`src/rtl/lane_unstriping_fifo.sv`:
```
// Two-lane receive merger: each byte lane is buffered in its own FIFO and the
// lanes are popped alternately (0,1,0,1,...) into a registered valid/ready output.
module lane_unstriping_fifo #(
  parameter int DATA_W = 8,
  parameter int DEPTH  = 4
) (
  input  logic              clk_2f,
  input  logic              reset,
  input  logic [DATA_W-1:0] data_in_0,
  input  logic              valid_in_0,
  input  logic [DATA_W-1:0] data_in_1,
  input  logic              valid_in_1,
  input  logic              ready_out,
  output logic [DATA_W-1:0] data_out,
  output logic              valid_out,
  output logic              fifo_full_0,
  output logic              fifo_full_1,
  output logic              fifo_empty_0,
  output logic              fifo_empty_1,
  output logic              lane_sel,
  output logic              overflow_err
);

  localparam int            AW       = (DEPTH > 1) ? $clog2(DEPTH) : 1;
  localparam logic [AW:0]   FULL_CNT = (AW+1)'(DEPTH);
  localparam logic [AW:0]   CNT_ONE  = (AW+1)'(1);
  localparam logic [AW-1:0] PTR_ONE  = AW'(1);

  typedef enum logic {
    WAIT0 = 1'b0,
    WAIT1 = 1'b1
  } state_t;

  state_t state, state_nxt;

  logic [DATA_W-1:0] mem [2][DEPTH];
  logic [AW-1:0]     wr_ptr [2];
  logic [AW-1:0]     rd_ptr [2];
  logic [AW:0]       count  [2];

  logic [DATA_W-1:0] lane_data [2];
  logic [1:0]        lane_valid;
  logic [1:0]        full, empty, pop, push, drop;
  logic [DATA_W-1:0] head_data;
  logic              free;

  always_comb begin
    lane_data[0] = data_in_0;
    lane_data[1] = data_in_1;
    lane_valid   = {valid_in_1, valid_in_0};
    for (int i = 0; i < 2; i++) begin
      full[i]  = (count[i] == FULL_CNT);
      empty[i] = (count[i] == '0);
    end
  end

  assign free = !valid_out || ready_out;

  // Merger: the selected lane is the only one ever popped, so the lanes never reorder.
  always_comb begin
    // NOTE: every output of this block gets a default first so no path can infer a latch.
    state_nxt = state;
    pop       = '0;
    case (state)
      WAIT0: if (free && !empty[0]) begin
        pop[0]    = 1'b1;
        state_nxt = WAIT1;
      end
      WAIT1: if (free && !empty[1]) begin
        pop[1]    = 1'b1;
        state_nxt = WAIT0;
      end
    endcase
  end

  // A full lane still accepts a byte when its head leaves in the same cycle.
  always_comb begin
    for (int i = 0; i < 2; i++) begin
      push[i] = lane_valid[i] && (!full[i] || pop[i]);
      drop[i] = lane_valid[i] && full[i] && !pop[i];
    end
    head_data = (state == WAIT1) ? mem[1][rd_ptr[1]] : mem[0][rd_ptr[0]];
  end

  // NOTE: storage has no reset; the cleared pointers and counts make stale contents unreachable.
  always_ff @(posedge clk_2f) begin
    for (int i = 0; i < 2; i++) begin
      if (push[i]) mem[i][wr_ptr[i]] <= lane_data[i];
    end
  end

  // NOTE: registered state is updated only with non-blocking assignments.
  always_ff @(posedge clk_2f or negedge reset) begin
    if (!reset) begin
      for (int i = 0; i < 2; i++) begin
        wr_ptr[i] <= '0;
        rd_ptr[i] <= '0;
        count[i]  <= '0;
      end
    end else begin
      for (int i = 0; i < 2; i++) begin
        if (push[i]) wr_ptr[i] <= wr_ptr[i] + PTR_ONE;
        if (pop[i])  rd_ptr[i] <= rd_ptr[i] + PTR_ONE;
        case ({push[i], pop[i]})
          2'b10:   count[i] <= count[i] + CNT_ONE;
          2'b01:   count[i] <= count[i] - CNT_ONE;
          default: count[i] <= count[i];
        endcase
      end
    end
  end

  always_ff @(posedge clk_2f or negedge reset) begin
    if (!reset) begin
      state        <= WAIT0;
      data_out     <= '0;
      valid_out    <= 1'b0;
      overflow_err <= 1'b0;
    end else begin
      state <= state_nxt;
      if (free) begin
        if (|pop) begin
          data_out  <= head_data;
          valid_out <= 1'b1;
        end else begin
          valid_out <= 1'b0;
        end
      end
      if (|drop) overflow_err <= 1'b1;
    end
  end

  assign lane_sel     = (state == WAIT1);
  assign fifo_full_0  = full[0];
  assign fifo_full_1  = full[1];
  assign fifo_empty_0 = empty[0];
  assign fifo_empty_1 = empty[1];

endmodule
```
`config.mk`:
```
export PLATFORM = sky130hd
export DESIGN_NAME = lane_unstriping_fifo
export DESIGN_NICKNAME = d
export VERILOG_FILES = /design/src/rtl/lane_unstriping_fifo.sv
export SDC_FILE = /design/constraint.sdc
export NUM_CORES = 1
export LEC_CHECK = 0
export ABC_AREA = 1
export BUFFER_PORTS_ARGS = -buffer_cell sky130_fd_sc_hd__buf_2
export CAP_MARGIN = 10
export CORE_ASPECT_RATIO = 1.25
export CORE_MARGIN = 3
export CORE_UTILIZATION = 53
export DETAILED_ROUTE_END_ITERATION = 8
export PLACE_DENSITY = 0.75
export SLEW_MARGIN = 20
export SYNTH_ARGS = -nofsm -noshare
export SYNTH_HDL_FRONTEND = slang
export SYNTH_SLANG_ARGS = --single-unit
```
`constraint.sdc`:
```
create_clock -name clk_2f -period 1.85 [get_ports clk_2f]
set_input_delay 0.4625 -clock clk_2f [delete_from_list [all_inputs] [get_ports clk_2f]]
set_output_delay 0.4625 -clock clk_2f [all_outputs]
set_load 0.005 [all_outputs]
```
### After elaboration in Yosys (flattened, before gate mapping)

Memories as Yosys holds them, arrays and structs flattened.
Index checks and enable logic that the tools add are counted.

| operators by class | value |
|---|---|
| add/subtract/negate cells | 8 |
| order comparisons | 6 |
| eq/ne operators | 6 |
| muxes and demuxes | 24 |
| bitwise operators | 5 |
| reduce and logical (&&, ||, !) cells | 27 |

Operators by type and width:

| kind | number |
|---|---|
| 2-to-1 mux 32 bit | 2 |
| 2-to-1 mux 8 bit | 7 |
| binary-select mux 8 bit (select 2 bit) | 2 |
| demux 8 bit (select 2 bit) | 2 |
| greater-or-equal comparator 3 bit (second input constant) | 4 |
| inverter 2 -> 3 bit | 4 |
| one-hot mux 3 bit (2 select lines) | 2 |
| logical AND 1 bit | 10 |
| adder 2 x 1 -> 2 bit (second input constant) | 4 |
| 2-to-1 mux 1 bit | 8 |
| logical NOT 1 bit | 7 |
| adder 3 x 1 -> 3 bit (second input constant) | 2 |
| == test 3 bit (second input constant) | 2 |
| logical NOT 3 bit | 2 |
| less-than comparator 3 x 1 -> 1 bit (second input constant) | 2 |
| subtractor 3 x 1 -> 3 bit (second input constant) | 2 |
| == test 2 x 1 -> 1 bit (second input constant) | 2 |
| == test 2 bit (second input constant) | 2 |
| nonzero test 2 bit | 2 |
| OR reduction 2 bit | 2 |
| logical OR 1 bit | 3 |
| one-hot mux 1 bit (2 select lines) | 1 |
| AND reduction 2 bit | 1 |
| inverter 1 bit | 1 |

| word-level totals | value |
|---|---|
| register bits | 25 |
| memory bits (writable) | 64 |
| bits of input ports | 21 |
| output and inout port bits | 15 |
| word-level logic and storage cells | 87 |
| memories | 1 |

Memories:

| name | words | bits a word | rd ports | clocked after Yosys merged registers in | write ports | line | text |
|---|---|---|---|---|---|---|---|
| mem | 2 | 32 | 2 | 0 | 2 | 36 | `logic [DATA_W-1:0] mem [2][DEPTH];` |

### Longest topological paths before layout

| logic depth | value |
|---|---|
| depth after elaboration | 9 |
| mapped depth | 11 |
| gate-level depth less buffers | 11 |

### Worst setup path after synthesis

No wires, ideal clock.

| path | value |
|---|---|
| kind | input port to flip-flop |
| start | input ready_out |
| end | register count[2] in the netlist's numbering |
| library setup time | 131 ps |
| arrival | 1,899 ps |
| required time | 1,719 ps |
| slack | -180 ps |
| cell stages on the path | 11 |
| cells stage by stage | inv_1 > nand2_2 > nand3_4 > nand2_4 > nand2_4 > ha_1 > inv_1 > fa_1 > a21oi_1 > o21ai_0 > xor2_1 |

| between the ends | value |
|---|---|
| longest elaborated chain between the ends | 8 |
| elaborated cells on any way between the ends | 10 |
| those cells by class | eq/ne: 2; mux: 3; reduce/logical: 5 |

Ends and longest elaborated chain:

| element | line | text |
|---|---|---|
| from (decl) | 13 | `input logic ready_out,` |
| logical OR 1 bit (*) | 57 | `assign free = !valid_out \|\| ready_out;` |
| logical AND 1 bit (*) | 69 | `WAIT1: if (free && !empty[1]) begin` |
| 2-to-1 mux 1 bit (*) | 69 |  |
| 2-to-1 mux 1 bit (*) | 64 | `case (state)` |
| logical OR 1 bit | 79 | `push[i] = lane_valid[i] && (!full[i] \|\| pop[i]);` |
| logical AND 1 bit | 79 |  |
| == test 2 x 1 -> 1 bit / == test 2 bit (equally long branches) | 104 | `case ({push[i], pop[i]})` |
| one-hot mux 3 bit (2 select lines) / nonzero test 2 bit (equally long branches) | - |  |
| to (signal, indexed assignment) | 105 | `2'b10: count[i] <= count[i] + CNT_ONE;` |
| to (signal, indexed assignment) | 106 | `2'b01: count[i] <= count[i] - CNT_ONE;` |
| to (signal, indexed assignment) | 107 | `default: count[i] <= count[i];` |
| to (decl) | 39 | `logic [AW:0] count [2];` |

Mark *: on every way between the ends. The rest lies on a longest branch, timed or not.
A chain may end at the register's enable or synchronous reset.

### Worst setup path after layout

| path | value |
|---|---|
| start | register count[1] in the netlist's numbering |
| end | register count[2] in the netlist's numbering |

| between the ends | value |
|---|---|
| longest elaborated chain between the ends | 9 |
| elaborated cells on any way between the ends | 15 |
| those cells by class | add/sub: 2; eq/ne: 3; mux: 3; reduce/logical: 7 |

Ends and longest elaborated chain:

| element | line | text |
|---|---|---|
| logical NOT 3 bit | 53 | `empty[i] = (count[i] == '0);` |
| logical NOT 1 bit | 69 |  |
| logical AND 1 bit | 69 |  |
| 2-to-1 mux 1 bit | 69 |  |
| 2-to-1 mux 1 bit | 64 |  |
| logical OR 1 bit | 79 |  |
| logical AND 1 bit | 79 |  |
| == test 2 x 1 -> 1 bit / == test 2 bit (equally long branches) | 104 |  |
| one-hot mux 3 bit (2 select lines) / nonzero test 2 bit (equally long branches) | - |  |

Parallel ways exist; a longest one is shown, timed or not.

==> summary.md <==
| Metric | Value |
|---|---|
| Status | completed |
| Antenna-violating nets left | 0 |
| Cts hold-fix bufs | 0 |
| Post-synthesis area per instance | 10.7 um^2 |
| Max transition margin | 0.573 |
| Worst setup EP type | flop |
| Number of port buffers | 35 |
| Mapped Nets | 414 |
| Maxcap violations | 0 |
| Post-DP HPWL | 5270 um |
| Dominant cell type by area after synthesis | edfxtp_1 |
| Core Region | 7440 um^2 |
| Power density over the cells | 1640 nW/um^2 |
| Ports | 36 |
| Ant diodes | 0 |
| WP data required | 2080 ps |
| Initial core utilization | 0.548 |
| Clock skew | 17.4 ps |
| RSZ-0062 raised after global routing | yes |
| Slowest stage delay, CP | 430 ps |
| Clock latency on the worst-skew pair | 350 ps |
| Slowest CP cell | dfrtp_1 |
| First-pass GRT wire length | 12800 um |
| Final Hold Fails | 0 |
| Critical Path AT | 2060 ps |
| Drt pass-1 iters | 4 |
| Syn. warnings | 0 |
| Grt total ovfl | 0 |
| Multi-input logic area | 1270 um^2 |
| Final Cell Area | 4820 um^2 |
| Largest fanout on the critical path | 3 |
| Total track usage | 0.185 |
| Clock root cell | clkbuf_8 |
| CP startpoint kind | flop |
| Post-Route WL | 7410 um |
| Crit-path cells | nor3_4 -> nand2_4 -> nand2_8 -> ha_4 -> inv_2 -> fa_2 -> a21oi_2 -> o21ai_1 -> xor2_1 |
| Max clock buf depth | 2 |
| Vias in the first global route | 2774 |
| Routability cong. | 0.780 |
| # rows | 35 |
| Initial antenna violation count | 0 |
| Post-Place Cell Area | 4550 um^2 |
| FMAX | 546 MHz |
| Initial DRC Count | 162 |
| Vias | 2705 |
| Vias per inst | 4.97 |
| WS Path Type | reg -> reg |
| Final Cycle Share | 0.990 |
| Total die area | 8790 um^2 |
| Mapped Cells | 381 |
| Syn-to-layout area delta | 18.2% |
| Sink count of the clock tree | 89 |
| Layout cells sized above 1 | 0.288 |
| Main area contributors after synthesis | edfxtp_1, dfrtp_1, nand2_1 |
| CTS tree | done |
| Leak | 2.20 nW |
| Maximum VDD drop | 0.835 mV |
| Yosys reg bits | 89 |
| Final Max Tran Viols | 0 |
| FF+latch area | 2550 um^2 |
| Total CTS buffers | 9 |
| Register area share after synthesis | 0.625 |
| Endpoints failing setup | 0 |
| Die height | 104 um |
| Final nets | 480 |
| Setup TNS | 0 ps |
| DIE WIDTH | 84.4 um |
| Hold Path Class | in -> async |
| DRC | 0 |
| Actual transition at the worst max-transition pin | 641 ps |
| Largest net degree at the start of global routing | 26 |
| Period minus WS final | 1830 ps |
| Netlist area before placement | 4080 um^2 |
| Post-synthesis cell type count | 30 |
| Fillers | 585 |
| Wirelength per Cell | 13.6 um |
| Reg clk slew, reported paths | 100 ps |
| Top-area cell type share of the netlist area | 0.471 |
| H-tree lvl count | 3 |
[what timing repair did]
item,4_1_cts,5_1_grt
buffers inserted,3,3
gates resized for setup,0,8
pin swaps,0,7
cloned,0,0
setup endpoints to repair,1,5
endpoints found under the hold margin,0,0
[state kept, by name (all words and copies together), names as in the netlist]
register      flops
mem              64
data_out          8
count             6
rd_ptr            4
wr_ptr            4
lane_sel          1
overflow_err      1
valid_out         1
[power by group]
part	switching, W	leakage (nW)	internal [W]
clock network	0.000675	0.0968	0.000632
logic	0.00198	1.23	0.00144
registers	0.000424	0.880	0.00274
[stage by stage]
step | setup WS (ps) | util | hold slack [ps] | total power [W] | cells
global placement | -40.4 | 0.611 | 453 | 0.00632 | 522
finish | 18.3 | 0.647 | 124 | 0.00789 | 544
floorplan | -47.9 | - | 167 | 0.00542 | 381
CTS | 6.04 | 0.641 | 131 | 0.00782 | 541
global route | -65.8 | 0.647 | 149 | 0.00855 | 544
detailed placement | -82.9 | 0.611 | 468 | 0.00647 | 522
[cells by family after synthesis]
logic type	after synthesis	share of synthesized area
AND/OR/NAND/NOR	193	0.228
flip-flops	89	0.625
buffers and inverters	72	0.0786
adder cells (fa/ha/maj)	12	0.0405
XOR/XNOR	8	0.0190
AO/OA/AOI/OAI	7	0.00859
[cells in the mapped netlist, drive strengths merged]
library cell    n
nand2         129
edfxtp         64
inv            63
nand3          48
dfrtp          25
nor2           13
ha             10
buf             8
xor2            6
o21ai           4
a21oi           3
fa              2
nor3            2
xnor2           2
clkbuf          1
nand3b          1
[routing by layer]
| layer | up-vias | track usage | wire length [um] |
|---|---|---|---|
| met1 | 1291 | 0.218 | 2940 |
| met2 | 56 | 0.329 | 4060 |
| met3 | 10 | 0.0277 | 305 |
| li1 | 1348 | - | - |
| met4 | 0 | 0.0826 | 104 |
| met5 | - | 0 | 0 |
[layout by cell type (no fill, tap or decap), types with 2 or more instances in the layout]
master    instances
nand2_2          12
inv_4             2
buf_2            35
xor2_1            5
a21oi_2           2
nor2_1            7
inv_1            48
nand2_1         113
nand2_8           2
inv_6             2
nor3_4            2
fa_2              2
ha_1              8
nand3_4           3
clkinv_4          2
dfrtp_1          24
buf_4            25
buf_12            4
inv_2            12
nand2_4           2
xnor2_1           2
ha_4              2
edfxtp_1         64
nand3_1          44
clkbuf_8          9
o21ai_1           3
nor2_2            5
[layout make-up]
cell class | count | area share
flip-flops and latches | 89 | 0.529
repair buffers | 64 | 0.0919
well taps | 92 | 0.0239
inverters | 63 | 0.0512
clock buffers | 10 | 0.0265
clock inverters | 6 | 0.0143
multi-input cells | 220 | 0.263
[final timing paths]
check	slack, ps	end	startpoint	cells past startpoint
setup reg to reg	20	count[2]$_DFFE_PN0P_	count[1]$_DFFE_PN0P_	9
hold / removal	120	data_out[7]$_DFFE_PN0P_	reset	1
hold reg to reg	490	overflow_err$_DFFE_PN0P_	overflow_err$_DFFE_PN0P_	1
min in group clk_2f	320	mem[0][16]$_DFFE_PP_	data_in_0[0]	1
setup / recovery	20	count[2]$_DFFE_PN0P_	count[1]$_DFFE_PN0P_	9
max in group asynchronous	1260	count[3]$_DFFE_PN0P_	reset	1
[worst max-delay path: cells and delay by family (launching register included)]
kind | cells | cell delay [ps]
flip-flops | 1 | 430
XOR/XNOR | 1 | 140
buffers and inverters | 1 | 40
AND/OR/NAND/NOR | 3 | 430
AO/OA/AOI/OAI | 2 | 200
adder cells (fa/ha/maj) | 2 | 490
(Power assumes the default switching activity.)
